File: config.mk
export PLATFORM = sky130hd
export DESIGN_NAME = gru_seq_engine
export DESIGN_NICKNAME = d
export VERILOG_FILES = /design/src/rtl/gru_pkg.sv /design/src/rtl/gru_act_lut.sv /design/src/rtl/gru_mac_unit.sv /design/src/rtl/gru_seq_engine.sv
export SDC_FILE = /design/constraint.sdc
export NUM_CORES = 2
export LEC_CHECK = 0
export ABC_AREA = 1
export CAP_MARGIN = 20
export CORE_MARGIN = 8
export CORE_UTILIZATION = 23
export DETAILED_ROUTE_END_ITERATION = 7
export SETUP_SLACK_MARGIN = 0.15
export SLEW_MARGIN = 10
export SYNTH_ARGS = -nofsm -noshare
export SYNTH_HDL_FRONTEND = slang
export SYNTH_SLANG_ARGS = --single-unit
export TNS_END_PERCENT = 30
File: constraint.sdc
create_clock -name clk -period 10.8 [get_ports clk]
set_input_delay 2.16 -clock clk [delete_from_list [all_inputs] [get_ports clk]]
set_output_delay 2.16 -clock clk [all_outputs]
set_load 0.005 [all_outputs]
File: src/rtl/gru_pkg.sv
// Shared types and fixed-point helpers for the sequential GRU engine.
// rq() is the one requantiser used everywhere, so every rounding/saturation point behaves identically.
package gru_pkg;

    typedef enum logic [2:0] {
        ST_IDLE,
        ST_GATE_MAC,
        ST_GATE_ACT,
        ST_CAND_MAC,
        ST_CAND_ACT,
        ST_DONE
    } state_t;

    localparam int GATE_Z = 0;
    localparam int GATE_R = 1;
    localparam int GATE_N = 2;

    function automatic int one_q(input int fw);
        return 1 << fw;
    endfunction

    function automatic int acc_w(input int dw, input int k);
        return 2 * dw + $clog2(k + 1) + 1;
    endfunction

    // Counter width that stays legal for a single-entry range.
    function automatic int cw(input int n);
        return (n > 1) ? $clog2(n) : 1;
    endfunction

    // Floor shift by fw, then saturate to a signed dw-bit range.
    function automatic logic signed [31:0] rq(input logic signed [63:0] v, input int fw, input int dw);
        logic signed [63:0] s;
        logic signed [63:0] hi;
        logic signed [63:0] lo;
        s  = v >>> fw;
        hi = (64'sd1 <<< (dw - 1)) - 64'sd1;
        lo = -(64'sd1 <<< (dw - 1));
        if (s > hi)
            s = hi;
        else if (s < lo)
            s = lo;
        return 32'(s);
    endfunction

    function automatic logic signed [31:0] mulrq(input logic signed [31:0] a, input logic signed [31:0] b,
                                                 input int fw, input int dw);
        logic signed [63:0] p;
        p = 64'(a) * 64'(b);
        return rq(p, fw, dw);
    endfunction

endpackage

File: src/rtl/gru_act_lut.sv
// Activation tables: piecewise-linear sigmoid and tanh on signed Q-format addresses.
// sigmoid(a) = clamp(a/4 + 0.5, 0, 1); tanh(a) = clamp(a, -1, 1).
module sigmoid_lut #(
    parameter int AW = 8,
    parameter int DW = 8,
    parameter int FW = 5
) (
    input  logic [AW-1:0] addr,
    output logic [DW-1:0] data
);
    int v;
    always_comb begin
        v = (int'($signed(addr)) >>> 2) + (1 << (FW - 1));
        if (v < 0)
            v = 0;
        else if (v > (1 << FW))
            v = 1 << FW;
        data = DW'(v);
    end
endmodule

module tanh_lut #(
    parameter int AW = 8,
    parameter int DW = 8,
    parameter int FW = 5
) (
    input  logic [AW-1:0] addr,
    output logic [DW-1:0] data
);
    int v;
    always_comb begin
        v = int'($signed(addr));
        if (v > (1 << FW))
            v = 1 << FW;
        else if (v < -(1 << FW))
            v = -(1 << FW);
        data = DW'(v);
    end
endmodule

File: src/rtl/gru_mac_unit.sv
// Signed multiply-accumulate with clear-on-load; exposes the requantised accumulator.
module gru_mac_unit
    import gru_pkg::*;
#(
    parameter int DATA_WIDTH  = 8,
    parameter int FRACT_WIDTH = 5,
    parameter int ACC_W       = 20
) (
    input  logic                         clk,
    input  logic                         rst_n,
    input  logic                         en,
    input  logic                         clr,
    input  logic signed [DATA_WIDTH-1:0] a,
    input  logic signed [DATA_WIDTH-1:0] b,
    output logic signed [DATA_WIDTH-1:0] q
);

    logic signed [2*DATA_WIDTH-1:0] prod;
    logic signed [ACC_W-1:0]        acc;

    assign prod = (2*DATA_WIDTH)'(a) * (2*DATA_WIDTH)'(b);

    // clr loads the first product instead of adding, so column 0 starts a fresh sum.
    always_ff @(posedge clk or negedge rst_n) begin
        if (!rst_n)
            acc <= '0;
        else if (en)
            acc <= clr ? ACC_W'(prod) : acc + ACC_W'(prod);
    end

    assign q = DATA_WIDTH'(rq(64'(acc), FRACT_WIDTH, DATA_WIDTH));

endmodule

File: src/rtl/gru_seq_engine.sv
// Time-multiplexed GRU cell: z/r gates on two MACs, candidate on one, then h update.
// h is held across steps and only replaced when the whole new vector is ready.
module gru_seq_engine
    import gru_pkg::*;
#(
    parameter  int DATA_WIDTH  = 8,
    parameter  int FRACT_WIDTH = 5,
    parameter  int IN_DIM      = 4,
    parameter  int HID_DIM     = 4,
    parameter  int AW          = 8,
    parameter  int DW          = 8,
    localparam int K           = IN_DIM + HID_DIM,
    localparam int NW          = 3 * HID_DIM * (K + 1),
    localparam int ADDR_W      = $clog2(NW)
) (
    input  logic                             clk,
    input  logic                             rst_n,
    input  logic                             wt_we,
    input  logic [ADDR_W-1:0]                wt_addr,
    input  logic [DATA_WIDTH-1:0]            wt_data,
    input  logic                             in_valid,
    output logic                             in_ready,
    input  logic                             seq_start,
    input  logic [IN_DIM*DATA_WIDTH-1:0]     x_in,
    output logic                             out_valid,
    input  logic                             out_ready,
    output logic [HID_DIM*DATA_WIDTH-1:0]    h_out,
    output logic                             busy
);

    localparam int ACC_W = acc_w(DATA_WIDTH, K);
    localparam int JW    = cw(HID_DIM);
    localparam int KW    = cw(K + 1);
    localparam logic signed [DATA_WIDTH-1:0] ONE = DATA_WIDTH'(one_q(FRACT_WIDTH));

    state_t                       state;
    logic [JW-1:0]                j;
    logic [KW-1:0]                k;
    logic signed [DATA_WIDTH-1:0] wram  [NW];
    logic signed [DATA_WIDTH-1:0] xr    [IN_DIM];
    logic signed [DATA_WIDTH-1:0] h     [HID_DIM];
    logic signed [DATA_WIDTH-1:0] hnw   [HID_DIM];
    logic signed [DATA_WIDTH-1:0] z     [HID_DIM];
    logic signed [DATA_WIDTH-1:0] rh    [HID_DIM];
    logic signed [DATA_WIDTH-1:0] hnext [HID_DIM];

    logic                         gate_ph;
    logic [ADDR_W-1:0]            ra0, ra1;
    logic signed [DATA_WIDTH-1:0] opnd, w0, w1, q0, q1;
    logic signed [DATA_WIDTH-1:0] zj, hj, zv, rv, nv, rhv, omz, hnv;
    logic [DW-1:0]                s_z, s_r, t_n;

    assign gate_ph = (state == ST_GATE_MAC);

    // The weight RAM is deliberately not reset; only IDLE writes land.
    always_ff @(posedge clk) begin
        if (wt_we && state == ST_IDLE && int'(wt_addr) < NW)
            wram[wt_addr] <= $signed(wt_data);
    end

    always_comb begin
        ra0 = ADDR_W'(((gate_ph ? GATE_Z : GATE_N) * HID_DIM + int'(j)) * (K + 1) + int'(k));
        ra1 = ADDR_W'((GATE_R * HID_DIM + int'(j)) * (K + 1) + int'(k));
    end

    assign w0 = wram[ra0];
    assign w1 = wram[ra1];

    // Column k operand: x, then h (gates) or r.h (candidate), then ONE for the bias.
    always_comb begin
        opnd = ONE;
        for (int i = 0; i < IN_DIM; i++)
            if (int'(k) == i) opnd = xr[i];
        for (int i = 0; i < HID_DIM; i++)
            if (int'(k) == IN_DIM + i) opnd = gate_ph ? h[i] : rh[i];
    end

    gru_mac_unit #(.DATA_WIDTH(DATA_WIDTH), .FRACT_WIDTH(FRACT_WIDTH), .ACC_W(ACC_W)) u_mac0 (
        .clk(clk), .rst_n(rst_n), .en(gate_ph || state == ST_CAND_MAC), .clr(k == '0),
        .a(w0), .b(opnd), .q(q0)
    );

    gru_mac_unit #(.DATA_WIDTH(DATA_WIDTH), .FRACT_WIDTH(FRACT_WIDTH), .ACC_W(ACC_W)) u_mac1 (
        .clk(clk), .rst_n(rst_n), .en(gate_ph), .clr(k == '0),
        .a(w1), .b(opnd), .q(q1)
    );

    sigmoid_lut #(.AW(AW), .DW(DW), .FW(FRACT_WIDTH)) u_sig_z (.addr(AW'(q0)), .data(s_z));
    sigmoid_lut #(.AW(AW), .DW(DW), .FW(FRACT_WIDTH)) u_sig_r (.addr(AW'(q1)), .data(s_r));
    tanh_lut    #(.AW(AW), .DW(DW), .FW(FRACT_WIDTH)) u_tanh_n (.addr(AW'(q0)), .data(t_n));

    assign zv = DATA_WIDTH'($signed(s_z));
    assign rv = DATA_WIDTH'($signed(s_r));
    assign nv = DATA_WIDTH'($signed(t_n));

    always_comb begin
        zj = '0;
        hj = '0;
        for (int i = 0; i < HID_DIM; i++)
            if (int'(j) == i) begin
                zj = z[i];
                hj = h[i];
            end
        rhv = DATA_WIDTH'(mulrq(32'(rv), 32'(hj), FRACT_WIDTH, DATA_WIDTH));
        omz = DATA_WIDTH'(rq(64'(32'(ONE) - 32'(zj)), 0, DATA_WIDTH));
        hnv = DATA_WIDTH'(rq(64'(mulrq(32'(omz), 32'(nv), FRACT_WIDTH, DATA_WIDTH)
                                + mulrq(32'(zj), 32'(hj), FRACT_WIDTH, DATA_WIDTH)), 0, DATA_WIDTH));
        for (int i = 0; i < HID_DIM; i++)
            hnext[i] = (int'(j) == i) ? hnv : hnw[i];
    end

    always_ff @(posedge clk or negedge rst_n) begin
        if (!rst_n) begin
            state     <= ST_IDLE;
            j         <= '0;
            k         <= '0;
            in_ready  <= 1'b1;
            out_valid <= 1'b0;
            busy      <= 1'b0;
            h_out     <= '0;
            for (int i = 0; i < IN_DIM; i++)
                xr[i] <= '0;
            for (int i = 0; i < HID_DIM; i++) begin
                h[i]   <= '0;
                hnw[i] <= '0;
                z[i]   <= '0;
                rh[i]  <= '0;
            end
        end else begin
            case (state)
                ST_IDLE: begin
                    if (in_valid && in_ready) begin
                        for (int i = 0; i < IN_DIM; i++)
                            xr[i] <= $signed(x_in[i*DATA_WIDTH +: DATA_WIDTH]);
                        if (seq_start)
                            for (int i = 0; i < HID_DIM; i++)
                                h[i] <= '0;
                        j        <= '0;
                        k        <= '0;
                        in_ready <= 1'b0;
                        busy     <= 1'b1;
                        state    <= ST_GATE_MAC;
                    end
                end
                ST_GATE_MAC, ST_CAND_MAC: begin
                    if (int'(k) == K) begin
                        k     <= '0;
                        state <= (state == ST_GATE_MAC) ? ST_GATE_ACT : ST_CAND_ACT;
                    end else begin
                        k <= k + KW'(1);
                    end
                end
                ST_GATE_ACT: begin
                    for (int i = 0; i < HID_DIM; i++)
                        if (int'(j) == i) begin
                            z[i]  <= zv;
                            rh[i] <= rhv;
                        end
                    if (int'(j) == HID_DIM - 1) begin
                        j     <= '0;
                        state <= ST_CAND_MAC;
                    end else begin
                        j     <= j + JW'(1);
                        state <= ST_GATE_MAC;
                    end
                end
                ST_CAND_ACT: begin
                    for (int i = 0; i < HID_DIM; i++)
                        if (int'(j) == i) hnw[i] <= hnv;
                    // Old h feeds every candidate update, so it is swapped only at the very end.
                    if (int'(j) == HID_DIM - 1) begin
                        for (int i = 0; i < HID_DIM; i++) begin
                            h[i]                           <= hnext[i];
                            h_out[i*DATA_WIDTH +: DATA_WIDTH] <= hnext[i];
                        end
                        out_valid <= 1'b1;
                        state     <= ST_DONE;
                    end else begin
                        j     <= j + JW'(1);
                        state <= ST_CAND_MAC;
                    end
                end
                ST_DONE: begin
                    if (out_ready) begin
                        out_valid <= 1'b0;
                        in_ready  <= 1'b1;
                        busy      <= 1'b0;
                        state     <= ST_IDLE;
                    end
                end
                default: state <= ST_IDLE;
            endcase
        end
    end

endmodule

==> Word level (Yosys, flattened, before mapping) <==
Memories as Yosys holds them, arrays and structs flattened.
Cells that the tools add are included.
{ "totals": {"ff_bits": 238, "ramBits": 864, "in_bits": 53, "out_inout_bits": 35, "wordCells": 191, "memories": 1} }
{ "mem_list": {"columns": ["memory", "depth", "word_bits", "read_ports", "rd_ports_with_merged_regs", "write_ports", "line", "rtl"], "rows": [
  ["wram", 108, 8, 2, 0, 1, "gru_seq_engine.sv:39", "logic signed [DATA_WIDTH-1:0] wram [NW];"]
]} }
{ "op_classes": {"addsub": 12, "multipliers": 7, "order_cmp": 21, "eq_ne": 22, "n_mux": 74, "reduce_logical": 26} }
{ "ops": {"columns": ["cell", "count"], "rows": [
  ["8-bit two-way mux", 39],
  ["32-bit two-way mux", 7],
  ["8-bit by 8-bit multiplier with 16-bit output", 5],
  ["32-bit case mux with 2 select lines", 1],
  ["21-bit by 16-bit adder with 21-bit output", 2],
  ["21-bit two-way mux", 2],
  ["32-bit by 32-bit adder with 33-bit output", 1],
  ["11-bit by 8-bit greater-than comparator with 1-bit output, second input constant", 3],
  ["33-bit by 8-bit greater-than comparator with 1-bit output, second input constant", 1],
  ["11-bit by 8-bit less-than comparator with 1-bit output, second input constant", 3],
  ["33-bit by 8-bit less-than comparator with 1-bit output, second input constant", 1],
  ["16-bit by 8-bit greater-than comparator with 1-bit output, second input constant", 2],
  ["16-bit by 8-bit less-than comparator with 1-bit output, second input constant", 2],
  ["4-bit == test, second input constant", 5],
  ["3-bit two-way mux", 5],
  ["3-bit case mux with 5 select lines", 1],
  ["6-bit by 6-bit adder with 7-bit output, second input constant", 2],
  ["7-bit by 4-bit adder with 7-bit output", 2],
  ["7-bit greater-than comparator, second input constant", 2],
  ["7-bit by 1-bit less-than comparator with 1-bit output, second input constant", 2],
  ["2-bit AND reduction", 7],
  ["3-bit AND reduction", 4],
  ["2-bit two-way mux", 5],
  ["2-bit inequality test, second input constant", 5],
  ["other kinds (34)", 53]
]} }

==> Depth between registers and ports, before layout <==
{ "depth": {"ltp_word": 20, "ltp_mapped": 64} }

==> Modules after synthesis <==
From an unflattened synthesis, not the netlist that was laid out.
{ "hier_totals": {"cells_unflattened": 7109, "area_unflattened_um2": 65547.9} }
{ "modules_own_cells": {"columns": ["mod", "n_inst", "cells_per_inst", "area_each_um2"], "rows": [
  ["gru_seq_engine", 1, 5427, 54693.7],
  ["gru_mac_unit at u_mac1", 1, 816, 5352.6],
  ["gru_mac_unit at u_mac0", 1, 793, 5176.2],
  ["sigmoid_lut", 2, 19, 83.8],
  ["tanh_lut", 1, 35, 157.7]
]} }

==> Least setup slack after synthesis <==
No wires, ideal clock.
{ "synth_path": {"path_type": "reg-to-reg", "from": "reg j[0]", "to": "reg h[12] (netlist bit)", "setup_time_ns": 0.120, "t_arrival_ns": 9.375, "required_ns": 10.680, "setup_slack_ns": 1.305, "stages_incl_launch_ff": 60, "synth_period_minus_slack_ns": 9.495, "cell_sequence": "dfrtp_1 inv_1 ha_1 buf_2 nand2_1 o21ai_0 nand2_1 nand2_1 o21ai_0 buf_2 ha_1 nand3_1 nor2_1 nor2_1 inv_2 nand2_1 nand2_1 inv_1 (+24 left out) nand2_1 nand2_1 and2_1 inv_1 fa_1 nor2_1 nand2_1 nor2_1 nand4_1 nor2_1 nand2_1 nor2_1 nand3_1 nand3_2 buf_2 nand3_1 nand3_1 nand2_1"} }
{ "synth_via": {"elab_chain_cells": 20} }
{ "synth_lines": {"columns": ["item", "line", "rtl"], "rows": [
  ["start: declaration", "gru_seq_engine.sv:37", "logic [JW-1:0] j;"],
  ["start signal: assignment", "gru_seq_engine.sv:163", "j <= j + JW'(1);"],
  ["start signal: assignment", "gru_seq_engine.sv:179", "j <= j + JW'(1);"],
  ["2-bit zero test", "gru_seq_engine.sv:100", "if (int'(j) == i) begin"],
  ["8-bit two-way mux (4 in a row)", "gru_seq_engine.sv:100", null],
  ["7-bit by 8-bit subtractor with 9-bit output", "gru_seq_engine.sv:105", "omz = DATA_WIDTH'(rq(64'(32'(ONE) - 32'(zj)), 0, DATA_WIDTH));"],
  ["9-bit by 8-bit less-than comparator with 1-bit output", "gru_pkg.sv:41", "else if (s < lo)"],
  ["8-bit two-way mux", "gru_pkg.sv:41", null],
  ["8-bit two-way mux", "gru_pkg.sv:39", "if (s > hi)"],
  ["8-bit by 8-bit multiplier with 16-bit output", "gru_pkg.sv:49", "p = 64'(a) * 64'(b);"],
  ["11-bit by 8-bit less-than comparator with 1-bit output", "gru_pkg.sv:41", null],
  ["32-bit two-way mux", "gru_pkg.sv:41", null],
  ["32-bit two-way mux", "gru_pkg.sv:39", null],
  ["32-bit by 32-bit adder with 33-bit output", "gru_seq_engine.sv:107", "+ mulrq(32'(zj), 32'(hj), FRACT_WIDTH, DATA_WIDTH)), 0, DATA_WIDTH));"],
  ["33-bit by 8-bit less-than comparator with 1-bit output", "gru_pkg.sv:41", null],
  ["8-bit two-way mux", "gru_pkg.sv:41", null],
  ["8-bit two-way mux", "gru_pkg.sv:39", null],
  ["8-bit two-way mux", null, null],
  ["32-bit two-way mux", "gru_seq_engine.sv:171", "if (int'(j) == HID_DIM - 1) begin"],
  ["32-bit case mux with 2 select lines", "gru_seq_engine.sv:130", "case (state)"],
  ["end signal: indexed assignment", "gru_seq_engine.sv:173", "h[i] <= hnext[i];"],
  ["end: declaration", "gru_seq_engine.sv:41", "logic signed [DATA_WIDTH-1:0] h [HID_DIM];"]
]} }
Parallel ways exist; a longest one is shown, timed or not. The select of a mux whose other input is x is not followed.
A chain may end at the register's enable or synchronous reset.

==> Worst setup path after layout <==
{ "layout_path": {"from": "reg j[1]", "to": "reg hnw[19] (netlist bit)"} }
{ "layout_via": {"elab_chain_cells": 18} }
{ "layout_lines": {"columns": ["item", "line", "rtl"], "rows": [
  ["2-bit zero test", "gru_seq_engine.sv:100", null],
  ["8-bit two-way mux (4 in a row)", "gru_seq_engine.sv:100", null],
  ["7-bit by 8-bit subtractor with 9-bit output", "gru_seq_engine.sv:105", null],
  ["9-bit by 8-bit less-than comparator with 1-bit output", "gru_pkg.sv:41", null],
  ["8-bit two-way mux", "gru_pkg.sv:41", null],
  ["8-bit two-way mux", "gru_pkg.sv:39", null],
  ["8-bit by 8-bit multiplier with 16-bit output", "gru_pkg.sv:49", null],
  ["11-bit by 8-bit less-than comparator with 1-bit output", "gru_pkg.sv:41", null],
  ["32-bit two-way mux", "gru_pkg.sv:41", null],
  ["32-bit two-way mux", "gru_pkg.sv:39", null],
  ["32-bit by 32-bit adder with 33-bit output", "gru_seq_engine.sv:107", null],
  ["33-bit by 8-bit less-than comparator with 1-bit output", "gru_pkg.sv:41", null],
  ["8-bit two-way mux", "gru_pkg.sv:41", null],
  ["8-bit two-way mux", "gru_pkg.sv:39", null],
  ["8-bit two-way mux *", "gru_seq_engine.sv:169", "if (int'(j) == i) hnw[i] <= hnv;"],
  ["end: declaration", "gru_seq_engine.sv:42", "logic signed [DATA_WIDTH-1:0] hnw [HID_DIM];"]
]} }
Every way passes the cells marked *; elsewhere a longest branch is shown, timed or not.

==> metrics.cfg <==
[sta]
min_period_over_period = 0.917
worst-slew-pin-transition_ps = 1080
setup_viol = 0
rsz0062_at_grt = no
finClkSkew_ps = 122
hold_viol_final = 0
slew_viol_final = 0
clock.fmax_mhz = 101
min_period_ps = 9900
relSlewSlack = 0.274
setup_tns_ps = 0

[yosys]
syn-cell-area_um2 = 62300
synth_edf_count = 864
ys_seq_area_frac = 0.509
ys_ff_latch = 1094
synthDistinctLibCells = 61
syn_avg_cell_area_um2 = 9.43
synth_flop_cell = edfxtp_1
yosysWarnings = 0
synth_async_sr_flop_share = 0.210
synth_cells = 6607
synthesis.nets = 7122

[cts]
clk_latency_ps = 810
hold_buffers = 0
cts_tree = yes
clkTransAtPathRegs_ps = 60
clock_sinks = 1094
cts_buffers = 109
h-tree-depth = 3
root_buffer = clkbuf_16
clock_path_buffers = 3

[grt]
overflow = 0
grt_max_degree = 140
antenna_found_initial = 1
grt_usage = 0.121
grt_pass1_vias = 46204
grt_pass1_wl_mm = 278

[floorplanning]
start_util = 0.231
num_rows = 191
chipHeight_um = 537
fp.dieW_um = 537
dieArea_um2 = 288000
io_pins = 88
core_um2 = 270000

[drt]
via_count = 47869
ant_nets = 0
drt_iter0_markers = 5166
vias_per_cell = 4.66
wl_mm = 181
first_pass_iters = 6
drt-wirelength-per-cell_um = 17.6
drc = 0

[worst_setup_path]
crit_path_end_kind = register
startpoint_type = register
critPathBufInv = 7
crit_cells = 55
cpPeakStageDelay_ps = 540
r2r_cells = 55
cpMostUsedCell = nand2_1
cp_max_fo = 10
cp_data_arrival_time_ps = 10460
critPathRequiredTime_ps = 11360
path_delay_family = adder cells
cp_slowest_cell = fa_1
path_class = register to register

[placed_design]
hpwl_mm = 124
gp_congestion = 0.891
port_buffers = 87

[status]
status = complete, no violations

[layout]
drive_gt1_frac = 0.0685
nNetsFinal = 7130
final_cell_mix = 1536 x nand2_1, 864 x edfxtp_1, 731 x nor2_1
final_common_cell = nand2_1
n_fill_cell = 28491
antenna_cells = 0
layout-area-overhead-vs-synth_pct = 13.8

[worst_hold_path]
hold_path_depth = 2
hold_path.class = register to register

[run]
drv_cap = 0

-- per-stage QoR --
stage          setup slack, ps  std cells  area (um2)  hold slack, ps   util
3_3_place_gp               314      10065       67100             456  0.248
6_report                   897      10275       71000             475  0.263
3_5_place_dp               220      10065       67100             457  0.248
5_1_grt                    149      10275       71000             492  0.263
4_1_cts                    156      10266       70700             474  0.262
2_1_floorplan             1310       6607       62300             441      -
-- tightest hold or removal path: cells and delay by family, from the launching register on --
kind          cells  cell delay (ps)
simple gates      2              100
flops             1              340
-- area by class of cell --
class,count,area (um2),share of cell area
multi-input combinational,4648,27200,0.384
tap,3570,4470,0.0630
inverter,574,2170,0.0306
clock inverter,69,716,0.0101
timing repair buffer,188,1780,0.0250
sequential,1094,31700,0.447
clock buffer,132,2870,0.0405
-- routing by layer --
layer	track usage	share of wire
met1	0.167	0.44
met2	0.190	0.44
met3	0.0271	0.085
met4	0.0335	0.030
met5	0	0
-- registers in the layout (all words and copies together), names as in the netlist --
name        flops
xr             32
h_out          32
h              32
u_mac0.acc     21
j               2
state           3
k               4
hnw            24
wram          864
out_valid       1
rh             32
in_ready        1
u_mac1.acc     21
busy            1
z              24
-- final timing paths --
check	startpoint	endpoint	slack, ps
setup / recovery	j[1]	hnw[19]	900
hold / removal	rh[22]	rh[22]	470
setup reg to reg	j[1]	hnw[19]	900
hold reg to reg	rh[22]	rh[22]	470
max in group asynchronous	rst_n	j[0]	7810
min in group asynchronous	rst_n	xr[27]	1460
-- synthesized netlist by cell type, drive strengths merged, types with 16 or more instances --
master	count	area, um2
nand2	1556	5880
edfxtp	864	25900
nor2	753	2890
nand3	621	3140
inv	566	2130
o21ai	512	2580
ha	235	2940
dfrtp	229	5730
fa	227	4540
a21oi	212	1060
buf	194	1120
o22ai	111	694
clkbuf	100	375
o211ai	99	748
xor2	47	412
or2	40	250
mux2	32	360
nand4	28	175
xnor2	28	253
nor3	19	95.1
a31oi	16	100
-- cell families after synthesis --
kind of cell | share of synthesized area
compound gates | 0.0947
xor+xnor | 0.0107
fa+ha+maj | 0.120
buf+inv | 0.0587
flops | 0.509
mux | 0.00578
simple gates | 0.201
-- repair_timing --
action / in CTS / in global routing
setup endpoints to repair: 0 / 77
resized for setup: 0 / 47
buffers inserted: 0 / 6
Power is left out: the tool's default activity adds up to more than one toggle a clock period on the data nets, which glitch-free logic cannot reach.
